<file path="src/rtl/wb_port_arbiter.sv">
// Write-back port arbiter: pipeline results take the register-file port first, long-latency results queue and drain into idle slots.
// Optional WBARB_BYPASS_EN lets a long result go straight to the port when the queue is empty and the pipeline is idle.
module wb_port_arbiter #(
    parameter int unsigned DEPTH        = 2,
    parameter int unsigned STARVE_LIMIT = 8
) (
    input  logic        CLK,
    input  logic        RESET,
    input  logic        RegWriteW,
    input  logic [4:0]  RdW,
    input  logic [31:0] ResultW,
    input  logic        LongValid,
    output logic        LongReady,
    input  logic [4:0]  LongRd,
    input  logic [31:0] LongData,
    input  logic        IssueLong,
    input  logic [4:0]  IssueRd,
    output logic        RfWE,
    output logic [4:0]  RfRd,
    output logic [31:0] RfWD,
    output logic [31:0] PendingMask,
    output logic        StallReq
);

    localparam int unsigned PTR_W = (DEPTH > 1) ? $clog2(DEPTH) : 1;
    localparam int unsigned CNT_W = $clog2(DEPTH + 1);
    localparam int unsigned AGE_W = $clog2(STARVE_LIMIT + 1);
    localparam logic [CNT_W-1:0] FULL_CNT = CNT_W'(DEPTH);
    localparam logic [AGE_W-1:0] AGE_MAX  = AGE_W'(STARVE_LIMIT);

    logic [4:0]       rdMem   [DEPTH];
    logic [31:0]      dataMem [DEPTH];
    logic [PTR_W-1:0] wrPtr;
    logic [PTR_W-1:0] rdPtr;
    logic [CNT_W-1:0] count;
    logic [AGE_W-1:0] age;
    logic [AGE_W-1:0] ageNext;
    logic [31:0]      pendMask;
    logic [31:0]      maskNext;

    logic        pipeWr;
    logic        fifoEmpty;
    logic        fifoFull;
    logic        bypass;
    logic        pushEn;
    logic        popEn;
    logic [4:0]  headRd;
    logic [31:0] headData;

    assign pipeWr    = RegWriteW && (RdW != '0);
    assign fifoEmpty = (count == '0);
    assign fifoFull  = (count == FULL_CNT);
    assign headRd    = rdMem[rdPtr];
    assign headData  = dataMem[rdPtr];

`ifdef WBARB_BYPASS_EN
    assign bypass = fifoEmpty && !pipeWr && LongValid && (LongRd != '0);
`else
    assign bypass = 1'b0;
`endif

    // Ready depends on occupancy alone, so a full queue never accepts even while popping.
    assign LongReady = !fifoFull;
    // Writes to x0 are accepted from the long unit but never occupy a slot.
    assign pushEn    = LongValid && !fifoFull && (LongRd != '0) && !bypass;
    assign popEn     = !pipeWr && !fifoEmpty;

    always_comb begin
        RfWE = 1'b0;
        RfRd = '0;
        RfWD = '0;
        if (RESET) begin
            if (pipeWr) begin
                RfWE = 1'b1;
                RfRd = RdW;
                RfWD = ResultW;
            end else if (!fifoEmpty) begin
                RfWE = 1'b1;
                RfRd = headRd;
                RfWD = headData;
            end else if (bypass) begin
                RfWE = 1'b1;
                RfRd = LongRd;
                RfWD = LongData;
            end
        end
    end

    always_ff @(posedge CLK) begin
        if (pushEn) begin
            rdMem[wrPtr]   <= LongRd;
            dataMem[wrPtr] <= LongData;
        end
    end

    always_ff @(posedge CLK or negedge RESET) begin
        if (!RESET) begin
            wrPtr <= '0;
            rdPtr <= '0;
            count <= '0;
        end else begin
            if (pushEn) wrPtr <= wrPtr + PTR_W'(1);
            if (popEn)  rdPtr <= rdPtr + PTR_W'(1);
            unique case ({pushEn, popEn})
                2'b10:   count <= count + CNT_W'(1);
                2'b01:   count <= count - CNT_W'(1);
                default: count <= count;
            endcase
        end
    end

    // Clears are applied before sets so a fresh issue to the same register stays pending.
    always_comb begin
        maskNext = pendMask;
        if (popEn)  maskNext[headRd] = 1'b0;
        if (bypass) maskNext[LongRd] = 1'b0;
        if (IssueLong && (IssueRd != '0)) maskNext[IssueRd] = 1'b1;
        maskNext[0] = 1'b0;
    end

    always_ff @(posedge CLK or negedge RESET) begin
        if (!RESET) pendMask <= '0;
        else        pendMask <= maskNext;
    end

    assign PendingMask = pendMask;

    always_comb begin
        ageNext = age;
        if (fifoEmpty || popEn)
            ageNext = '0;
        else if (pipeWr && (age != AGE_MAX))
            ageNext = age + AGE_W'(1);
    end

    always_ff @(posedge CLK or negedge RESET) begin
        if (!RESET) age <= '0;
        else        age <= ageNext;
    end

    assign StallReq = (age == AGE_MAX);

endmodule

</file>
<file path="config.mk">
export PLATFORM = sky130hd
export DESIGN_NAME = wb_port_arbiter
export DESIGN_NICKNAME = d
export VERILOG_FILES = /design/src/rtl/wb_port_arbiter.sv
export SDC_FILE = /design/constraint.sdc
export NUM_CORES = 1
export LEC_CHECK = 0
export CAP_MARGIN = 20
export CORE_MARGIN = 2
export CORE_UTILIZATION = 36
export DETAILED_ROUTE_END_ITERATION = 6
export PLACE_DENSITY = 0.61
export SYNTH_ARGS = -nofsm -noshare
export SYNTH_HDL_FRONTEND = slang
export SYNTH_SLANG_ARGS = --single-unit
</file>
<file path="constraint.sdc">
create_clock -name CLK -period 7.1 [get_ports CLK]
set_input_delay 1.42 -clock CLK [delete_from_list [all_inputs] [get_ports CLK]]
set_output_delay 1.42 -clock CLK [all_outputs]
set_load 0.01 [all_outputs]
</file>
==> impl_metrics.env, run 1 <==
export IMPL_max_freq_mhz=168.7
export IMPL_placed_cells=763
export IMPL_seq_area_mm2=0.003199
export IMPL_h_tree_depth=4
export IMPL_multi_input_area_mm2=0.001952
export IMPL_tightest_slew_ps=1020
export IMPL_grt_usage=0.1795
export IMPL_hp_class="reg -> reg"
export IMPL_grt_overflow_total=0
export IMPL_whs_path_depth=2
export IMPL_cp_arrival_ps=4510
export IMPL_fin_util=0.5213
export IMPL_synth_nets=534
export IMPL_die_h_um=125.1
export IMPL_core_area_mm2=0.01442
export IMPL_totalPowerFinal_mw=2.769
export IMPL_hpwl_um=9571
export IMPL_cts_resized=0
export IMPL_end_kind="primary output"
export IMPL_hold_end="PendingMask[9]$_DFF_PN0_"
export IMPL_viasPerCell=5.138
export IMPL_grt_pass1_wl_um=21940
export IMPL_reg2reg_depth=4
export IMPL_synth_cell_area_mm2=0.005283
export IMPL_io_buffers=154
export IMPL_gp_congestion=0.8443
export IMPL_ios=156
export IMPL_synth_area_leaders="edfxtp_1, dfrtp_1, mux2_2"
export IMPL_setup_violations=0
export IMPL_fill_cells=1285
export IMPL_finalClockSkew_ps=7.167
export IMPL_drtIter0Drc=329
export IMPL_rrSetupSlack_ps=4690
export IMPL_synth_seq_cells=113
export IMPL_final_hold_viol_count=0
export IMPL_fin_crit_sh=0.8347
export IMPL_cts_setup_buffers=0
export IMPL_postRouteAntennaNets=0
export IMPL_hold_start="PendingMask[9]$_DFF_PN0_"
export IMPL_yosysWarnings=0
export IMPL_grt_max_degree=68
export IMPL_async_reset_ff_frac=0.3451
export IMPL_peakVddDrop_mv=0.1627
export IMPL_critPathLaunchType="primary input"
export IMPL_cp_required_ps=5680
export IMPL_antenna_found_initial=0
export IMPL_status="complete, no violations"
export IMPL_fin_nets=685
export IMPL_drt_total_wl_um=13860
export IMPL_yosysSeqAreaShare=0.6054
export IMPL_die_area_mm2=0.01566
export IMPL_p_leak_nw=2.785
export IMPL_numCtsBuffers=17
export IMPL_start_util=0.3662
export IMPL_clk_latency_ps=410
export IMPL_cts_tree="yes"
export IMPL_worst_path_max_fanout=21
export IMPL_post_route_min_period_ps=5926
export IMPL_die_w_um=125.1
export IMPL_vias=4085
export IMPL_n_antenna_cell=0
export IMPL_area_growth_synth_to_final_pct=42.33
export IMPL_r2r_start="rdPtr$_DFFE_PN0N_"
export IMPL_cts_root_buf="clkbuf_16"
export IMPL_postSynthCellCount=447
export IMPL_rr_endpoint="PendingMask[12]$_DFF_PN0_"
export IMPL_drv_cap=0
export IMPL_yosysTopAreaCellShare=0.4207
export IMPL_drcViolationCount=0
export IMPL_ys_types=36
export IMPL_synth_edf_count=74
export IMPL_yosys_top_cells_count="nand2_1, edfxtp_1, nand3_1"
export IMPL_clock_sinks=113
export IMPL_clk_path_buf_depth=2
export IMPL_ctsHoldBuffers=0
export IMPL_fin_tns_setup_ps=0
export IMPL_drv_slew=0
export IMPL_path_clk_slew_ps=50
export IMPL_powerDensity_mw_per_mm2=368.3
export IMPL_drt_pass1_iter_count=6
export IMPL_drive_gt1_frac=0.1293
export IMPL_wl_per_cell_um=17.43
export IMPL_synthFlopType="edfxtp_1"
export IMPL_grt_pass1_vias=4274
export IMPL_max_slew_margin_rel=0.3200
export IMPL_synth_top_area_cell="edfxtp_1"
export IMPL_synth_most_common_cell="nand2_1"
export IMPL_rows=44
export IMPL_avgSynthCellArea_um2=11.82
export IMPL_rsz0062_at_grt="no"
export IMPL_instances_no_fill=795
export IMPL_crit_type="in -> out"
## power by group
part / internal, mW / total, mW / leakage (nW) / switching [mW]
clock: 0.434 / 0.714 / 0.251 / 0.280
combinational: 0.513 / 0.991 / 1.37 / 0.478
sequential: 0.922 / 1.06 / 1.16 / 0.141
## stage by stage
stage | worst slack [ps] | hold WS, ps | area (µm²)
2_1_floorplan | 2896 | 468.1 | 5283
3_3_place_gp | 1261 | 476.0 | 6959
3_5_place_dp | 1147 | 490.3 | 7014
4_1_cts | 1116 | 503.2 | 7518
5_1_grt | 949.2 | 528.1 | 7518
6_report | 1174 | 499.3 | 7518
## worst max path at each step
stage	startpoint	end	slack, ps	cells past startpoint
6_report	RdW[0]	RfWD[30]	1170	7
5_1_grt	RdW[0]	RfWD[21]	950	7
4_1_cts	RdW[0]	RfWD[30]	1120	7
3_5_place_dp	RdW[0]	RfWD[30]	1150	7
3_3_place_gp	RdW[0]	RfWD[28]	1260	7
2_1_floorplan	RdW[0]	RfWD[26]	2900	6
## sequential cells by signal (all words and copies together) (netlist names)
| name | cells |
|---|---|
| PendingMask | 31 |
| age | 4 |
| count | 2 |
| dataMem | 64 |
| rdMem | 10 |
| rdPtr | 1 |
| wrPtr | 1 |
## critical path, stage by stage
cell	delay [ps]
clkdlybuf4s50_1	430
or4_4	560
o21ai_2	790
buf_4	370
nand3_1	100
a21boi_0	250
clkdlybuf4s50_1	570
## area by class of cell
type	count	share of cell area
timing repair buffer	160	0.2157
inverter	3	0.001498
tap	184	0.03062
multi-input combinational	303	0.2596
sequential	113	0.4255
clock buffer	18	0.05708
clock inverter	14	0.009985
## metal layers
layer	wire length, µm	global-route usage
met1	6029	0.2236
met2	6497	0.2871
met5	0	0
met4	216	0.06340
met3	1113	0.06846
## cells by family after synthesis
| logic type | synth area share |
|---|---|
| and+or+nand+nor | 0.1492 |
| DFF | 0.6054 |
| AOI/OAI and AO/OA | 0.1061 |
| muxes | 0.09024 |
| buffers and inverters | 0.02795 |
| xor gates and xnor gates | 0.01326 |
| adders and majority gates | 0.007106 |
| other | 0.0007099 |
## cell usage in the layout (no fill, tap or decap), types with 4 or more instances in the layout
cell,netlist,layout
o41ai_1,7,7
clkinv_2,0,8
nand2_1,101,101
mux2_2,37,37
xnor2_1,5,5
o31ai_1,27,27
a21boi_0,33,33
edfxtp_1,74,74
clkbuf_16,0,17
clkdlybuf4s50_1,0,153
nor2_1,8,6
mux2i_1,6,6
nand3_1,44,44
dfrtp_1,39,38
buf_4,3,4
nor3_1,4,4
Note: power is estimated with default switching activity, not from simulation.
==> run 2, diff against run 1 <==
- clock period: 7.1 -> 5.8 ns (I/O delays scaled with it)
==> run 2 against run 1 <==
Against the previous run:
- clock skew hardly changed
- setup slack worse by 210 ps
- cell count up 0.25%
- largest cell class unchanged
- largest power group unchanged
==> impl_metrics.env, run 2 (same netlist as run 1, synthesis figures left out) <==
export IMPL_rr_endpoint="PendingMask[12]$_DFF_PN0_"
export IMPL_area_growth_synth_to_final_pct=42.59
export IMPL_fin_nets=687
export IMPL_viasPerCell=5.118
export IMPL_clock_sinks=113
export IMPL_rsz0062_at_grt="no"
export IMPL_totalPowerFinal_mw=3.380
export IMPL_die_h_um=125.1
export IMPL_hold_end="PendingMask[15]$_DFF_PN0_"
export IMPL_rrSetupSlack_ps=3370
export IMPL_max_slew_margin_rel=0.3236
export IMPL_whs_path_depth=2
export IMPL_clk_latency_ps=410
export IMPL_die_w_um=125.1
export IMPL_cp_arrival_ps=3680
export IMPL_switching_share=0.3218
export IMPL_fin_crit_sh=0.8337
export IMPL_h_tree_depth=4
export IMPL_path_cells="clkdlybuf4s50_1 > or4_4 > o21ai_2 > buf_4 > nand3_1 > a21boi_0 > clkdlybuf4s50_1"
export IMPL_wl_per_cell_um=17.29
export IMPL_cts_resized=0
export IMPL_n_antenna_cell=0
export IMPL_cts_tree="yes"
export IMPL_grt_pass1_wl_um=21560
export IMPL_p_leak_nw=2.795
export IMPL_core_area_mm2=0.01442
export IMPL_grt_pass1_vias=4200
export IMPL_worst_path_max_delay_cell="clkdlybuf4s50_1"
export IMPL_post_dp_cell_area_mm2=0.006967
export IMPL_status="complete, no violations"
export IMPL_max_freq_mhz=206.8
export IMPL_tightest_slew_ps=1015
export IMPL_drt_pass1_iter_count=5
export IMPL_drt_total_wl_um=13780
export IMPL_cp_depth=7
export IMPL_grt_overflow_total=0
export IMPL_cp_required_ps=4640
export IMPL_final_hold_viol_count=0
export IMPL_die_area_mm2=0.01566
export IMPL_fill_cells=1314
export IMPL_internal_power_mw=2.292
export IMPL_finalClockSkew_ps=7.309
export IMPL_fin_tns_setup_ps=0
export IMPL_grt_max_degree=61
export IMPL_switching_power_mw=1.088
export IMPL_p_seq_frac=0.387
export IMPL_r2r_start="rdPtr$_DFFE_PN0N_"
export IMPL_hold_start="PendingMask[15]$_DFF_PN0_"
export IMPL_clkPwrFrac=0.256
export IMPL_drtIter0Drc=246
export IMPL_slowest_delay_ps=600
export IMPL_drv_slew=0
export IMPL_powerDensity_mw_per_mm2=448.8
export IMPL_gp_congestion=0.8251
export IMPL_stdcell_area_mm2=0.007532
export IMPL_crit_type="in -> out"
export IMPL_end_kind="primary output"
export IMPL_pwr_share_comb=0.357
export IMPL_drive_gt1_frac=0.1256
export IMPL_start_util=0.3662
export IMPL_rows=44
export IMPL_post_route_min_period_ps=4835
export IMPL_clk_path_buf_depth=2
export IMPL_peakVddDrop_mv=0.2505
export IMPL_mostFrequentLayoutCells="clkdlybuf4s50_1, nand2_1, edfxtp_1"
export IMPL_critPathBufInv=3
export IMPL_setup_violations=0
export IMPL_hpwl_um=9256
export IMPL_cpLargestDelayFamily="buffers and inverters"
export IMPL_largest_register_ff_count=64
export IMPL_drv_cap=0
export IMPL_path_clk_slew_ps=50
export IMPL_cts_root_buf="clkbuf_16"
export IMPL_drcViolationCount=0
export IMPL_cts_setup_buffers=0
export IMPL_startpoint="RdW[0]"
export IMPL_vias=4079
export IMPL_antenna_found_initial=1
export IMPL_hp_class="reg -> reg"
export IMPL_io_buffers=154
export IMPL_postRouteAntennaNets=0
export IMPL_top_register="dataMem"
export IMPL_critPathLaunchType="primary input"
export IMPL_worst_path_max_fanout=39
export IMPL_cpMostUsedCell="clkdlybuf4s50_1"
export IMPL_reg2reg_depth=4
export IMPL_final_common_cell="clkdlybuf4s50_1"
export IMPL_numCtsBuffers=17
export IMPL_ctsHoldBuffers=0
export IMPL_grt_usage=0.1769
export IMPL_ios=156
[run 2: area by class of cell]
class	instances	area, µm²	share of cell area
Inverter	3	11.26	0.001495
Sequential cell	113	3199	0.4248
Timing Repair Buffer	162	1649	0.2189
Clock inverter	9	42.54	0.005648
Tap cell	184	230.2	0.03056
Multi-Input combinational cell	303	1952	0.2591
Clock buffer	23	447.9	0.05947
[run 2: power groups by stage]
stage | Clock [mW] | Combinational [mW] | Sequential [mW]
final | 0.864 | 1.21 | 1.31
after global routing | 0.925 | 1.31 | 1.34
after CTS | 0.883 | 1.19 | 1.32
after detailed placement | 0 | 1.18 | 1.33
after global placement | 0 | 1.17 | 1.32
after floorplan | 0 | 0.637 | 1.29
[run 2: layer usage]
layer  track usage  part of all wire  wire length, µm
met5             0                 0                0
met2        0.2769              0.46             6319
met3       0.07103             0.091             1249
met1        0.2230              0.44             6055
met4       0.06340             0.011              154
[run 2: per-stage QoR]
stage          setup slack [ps]    util  instances  hold WS, ps
2_1_floorplan              2116       -        447        468.1
3_3_place_gp              918.8  0.4830        762        489.7
3_5_place_dp              919.7  0.4830        762        494.3
4_1_cts                   905.7  0.5170        794        505.7
5_1_grt                   869.7  0.5222        797        532.1
6_report                  964.5  0.5222        797        500.7
[run 2: worst max path at each step]
stage / to
3_3_place_gp: RfWD[31]
5_1_grt: RfWD[31]
3_5_place_dp: RfWD[31]
4_1_cts: RfWD[31]
6_report: RfWD[31]
2_1_floorplan: RfWD[26]
[run 2: worst min-delay path, stage by stage (launching register included)]
cell,delay [ps]
dfrtp_1,340
o31ai_1,70
nand2_1,60
==> run 3, diff against run 2 <==
- PLACE_DENSITY: 0.61 -> 0.63
- clock period: 5.8 -> 4.23 ns (I/O delays scaled with it)
==> run 3 against run 2 <==
Against the previous run:
- critical path depth unchanged
- clock skew down 0.86 ps
- total power up 44%
- largest cell class unchanged
- critical endpoint is now RfWD[26]
- highest routed layer unchanged
- first-iteration DRC count up 16%
==> impl_metrics.env, run 3 (same netlist as run 1, synthesis figures left out) <==
export IMPL_status="complete, no violations"
export IMPL_mostFrequentLayoutCells="clkdlybuf4s50_1, nand2_1, edfxtp_1"
export IMPL_clkPwrFrac=0.295
export IMPL_clock_sinks=113
export IMPL_end_kind="primary output"
export IMPL_max_slew_margin_rel=0.4761
export IMPL_powerDensity_mw_per_mm2=636.6
export IMPL_crit_type="in -> out"
export IMPL_dp_slack_ps=72.16
export IMPL_cts_tree="yes"
export IMPL_hpwl_um=9609
export IMPL_drv_cap=0
export IMPL_totalPowerFinal_mw=4.881
export IMPL_worst_path_max_delay_cell="or4_4"
export IMPL_postRouteAntennaNets=0
export IMPL_slowest_delay_ps=570
export IMPL_gp_congestion=0.8418
export IMPL_io_buffers=154
export IMPL_clk_latency_ps=410
export IMPL_grt_overflow_total=0
export IMPL_fin_crit_sh=0.9643
export IMPL_h_tree_depth=4
export IMPL_cts_setup_buffers=0
export IMPL_pwr_share_comb=0.347
export IMPL_viasPerCell=5.120
export IMPL_fin_ws_ps=151.2
export IMPL_worst_path_max_fanout=39
export IMPL_area_growth_synth_to_final_pct=45.14
export IMPL_cp_required_ps=3380
export IMPL_top_register="dataMem"
export IMPL_final_common_cell="clkdlybuf4s50_1"
export IMPL_cts_root_buf="clkbuf_16"
export IMPL_final_hold_viol_count=0
export IMPL_antenna_found_initial=0
export IMPL_n_antenna_cell=0
export IMPL_critPathLaunchType="primary input"
export IMPL_internal_power_mw=3.378
export IMPL_drt_pass1_iter_count=5
export IMPL_fin_tns_setup_ps=0
export IMPL_tightest_slew_ps=785.8
export IMPL_drv_slew=0
export IMPL_peakVddDrop_mv=0.2799
export IMPL_rows=44
export IMPL_p_seq_frac=0.358
export IMPL_rsz0062_at_grt="no"
export IMPL_drive_gt1_frac=0.1364
export IMPL_grt_usage=0.1771
export IMPL_largest_register_ff_count=64
export IMPL_drcViolationCount=0
export IMPL_die_area_mm2=0.01566
export IMPL_rrSetupSlack_ps=1970
export IMPL_fin_nets=690
export IMPL_finalClockSkew_ps=6.449
export IMPL_core_area_mm2=0.01442
export IMPL_p_leak_nw=2.861
export IMPL_drtIter0Drc=286
export IMPL_drt_total_wl_um=13700
export IMPL_setup_violations=0
export IMPL_cp_arrival_ps=3230
export IMPL_start_util=0.3662
export IMPL_hp_class="in -> async"
export IMPL_ios=156
export IMPL_wl_per_cell_um=17.13
export IMPL_die_w_um=125.1
export IMPL_cpMostUsedCell="clkdlybuf4s50_1"
export IMPL_grt_max_degree=41
export IMPL_numCtsBuffers=17
export IMPL_cpLargestDelayFamily="buffers and inverters"
export IMPL_vias=4096
export IMPL_switching_share=0.3078
export IMPL_clk_path_buf_depth=2
export IMPL_max_freq_mhz=245.2
export IMPL_grt_pass1_vias=4176
export IMPL_post_route_min_period_ps=4079
export IMPL_path_cells="clkdlybuf4s50_1 > or4_4 > o21ai_2 > buf_12 > nand3_1 > a21boi_0 > clkdlybuf4s50_1"
export IMPL_grt_pass1_wl_um=21750
export IMPL_die_h_um=125.1
export IMPL_path_clk_slew_ps=50
export IMPL_critPathBufInv=3
export IMPL_switching_power_mw=1.502
run 3: final timing paths:
path                                           start                        end  cells past startpoint
max in group asynchronous                      RESET   PendingMask[2]$_DFF_PN0_                      3
hold / removal                                 RESET  PendingMask[15]$_DFF_PN0_                      1
setup reg to reg                count[0]$_DFFE_PN0P_  PendingMask[18]$_DFF_PN0_                      4
setup / recovery                              RdW[0]                   RfWD[26]                      7
hold reg to reg            PendingMask[11]$_DFF_PN0_  PendingMask[11]$_DFF_PN0_                      2
min in group CLK           PendingMask[11]$_DFF_PN0_  PendingMask[11]$_DFF_PN0_                      2
run 3: area by class of cell:
cell class | count | area [µm²]
inverters | 3 | 11.26
flip-flops and latches | 113 | 3199
well taps | 184 | 230.2
multi-input cells | 303 | 1952
clock buffers | 17 | 425.4
clock inverters | 15 | 172.7
fillers | 1286 | 6756
repair buffers | 165 | 1677
run 3: metrics by stage:
stage / std cells / hold slack [ps] / area (µm²) / util
after global routing: 800 / 413.5 / 7667 / 0.5316
after floorplan: 447 / 468.1 / 5283 / -
final: 800 / 398.0 / 7667 / 0.5316
after detailed placement: 766 / 496.9 / 7022 / 0.4868
after CTS: 798 / 392.1 / 7620 / 0.5283
after global placement: 766 / 485.1 / 7022 / 0.4868
run 3: what timing repair did:
item / CTS / global route
endpoints found under the setup margin: 0 / 2
gates resized for setup: 0 / 2
hold buffers: 0 / 0
run 3: routing by layer:
layer  vias up  GRT usage  part of all wire
li1       1955          -                 -
met1      1942     0.2220              0.43
met2       183     0.2765              0.46
met3        16    0.06504             0.089
met4         0    0.07647             0.016
met5         -          0                 0
run 3: power by group through the flow:
stage | Sequential (mW) | Clock [mW] | Combinational, mW
final | 1.75 | 1.44 | 1.70
after global routing | 1.79 | 1.51 | 1.84
after CTS | 1.76 | 1.46 | 1.68
after detailed placement | 1.78 | 0 | 1.67
after global placement | 1.76 | 0 | 1.65
after floorplan | 1.76 | 0 | 0.874
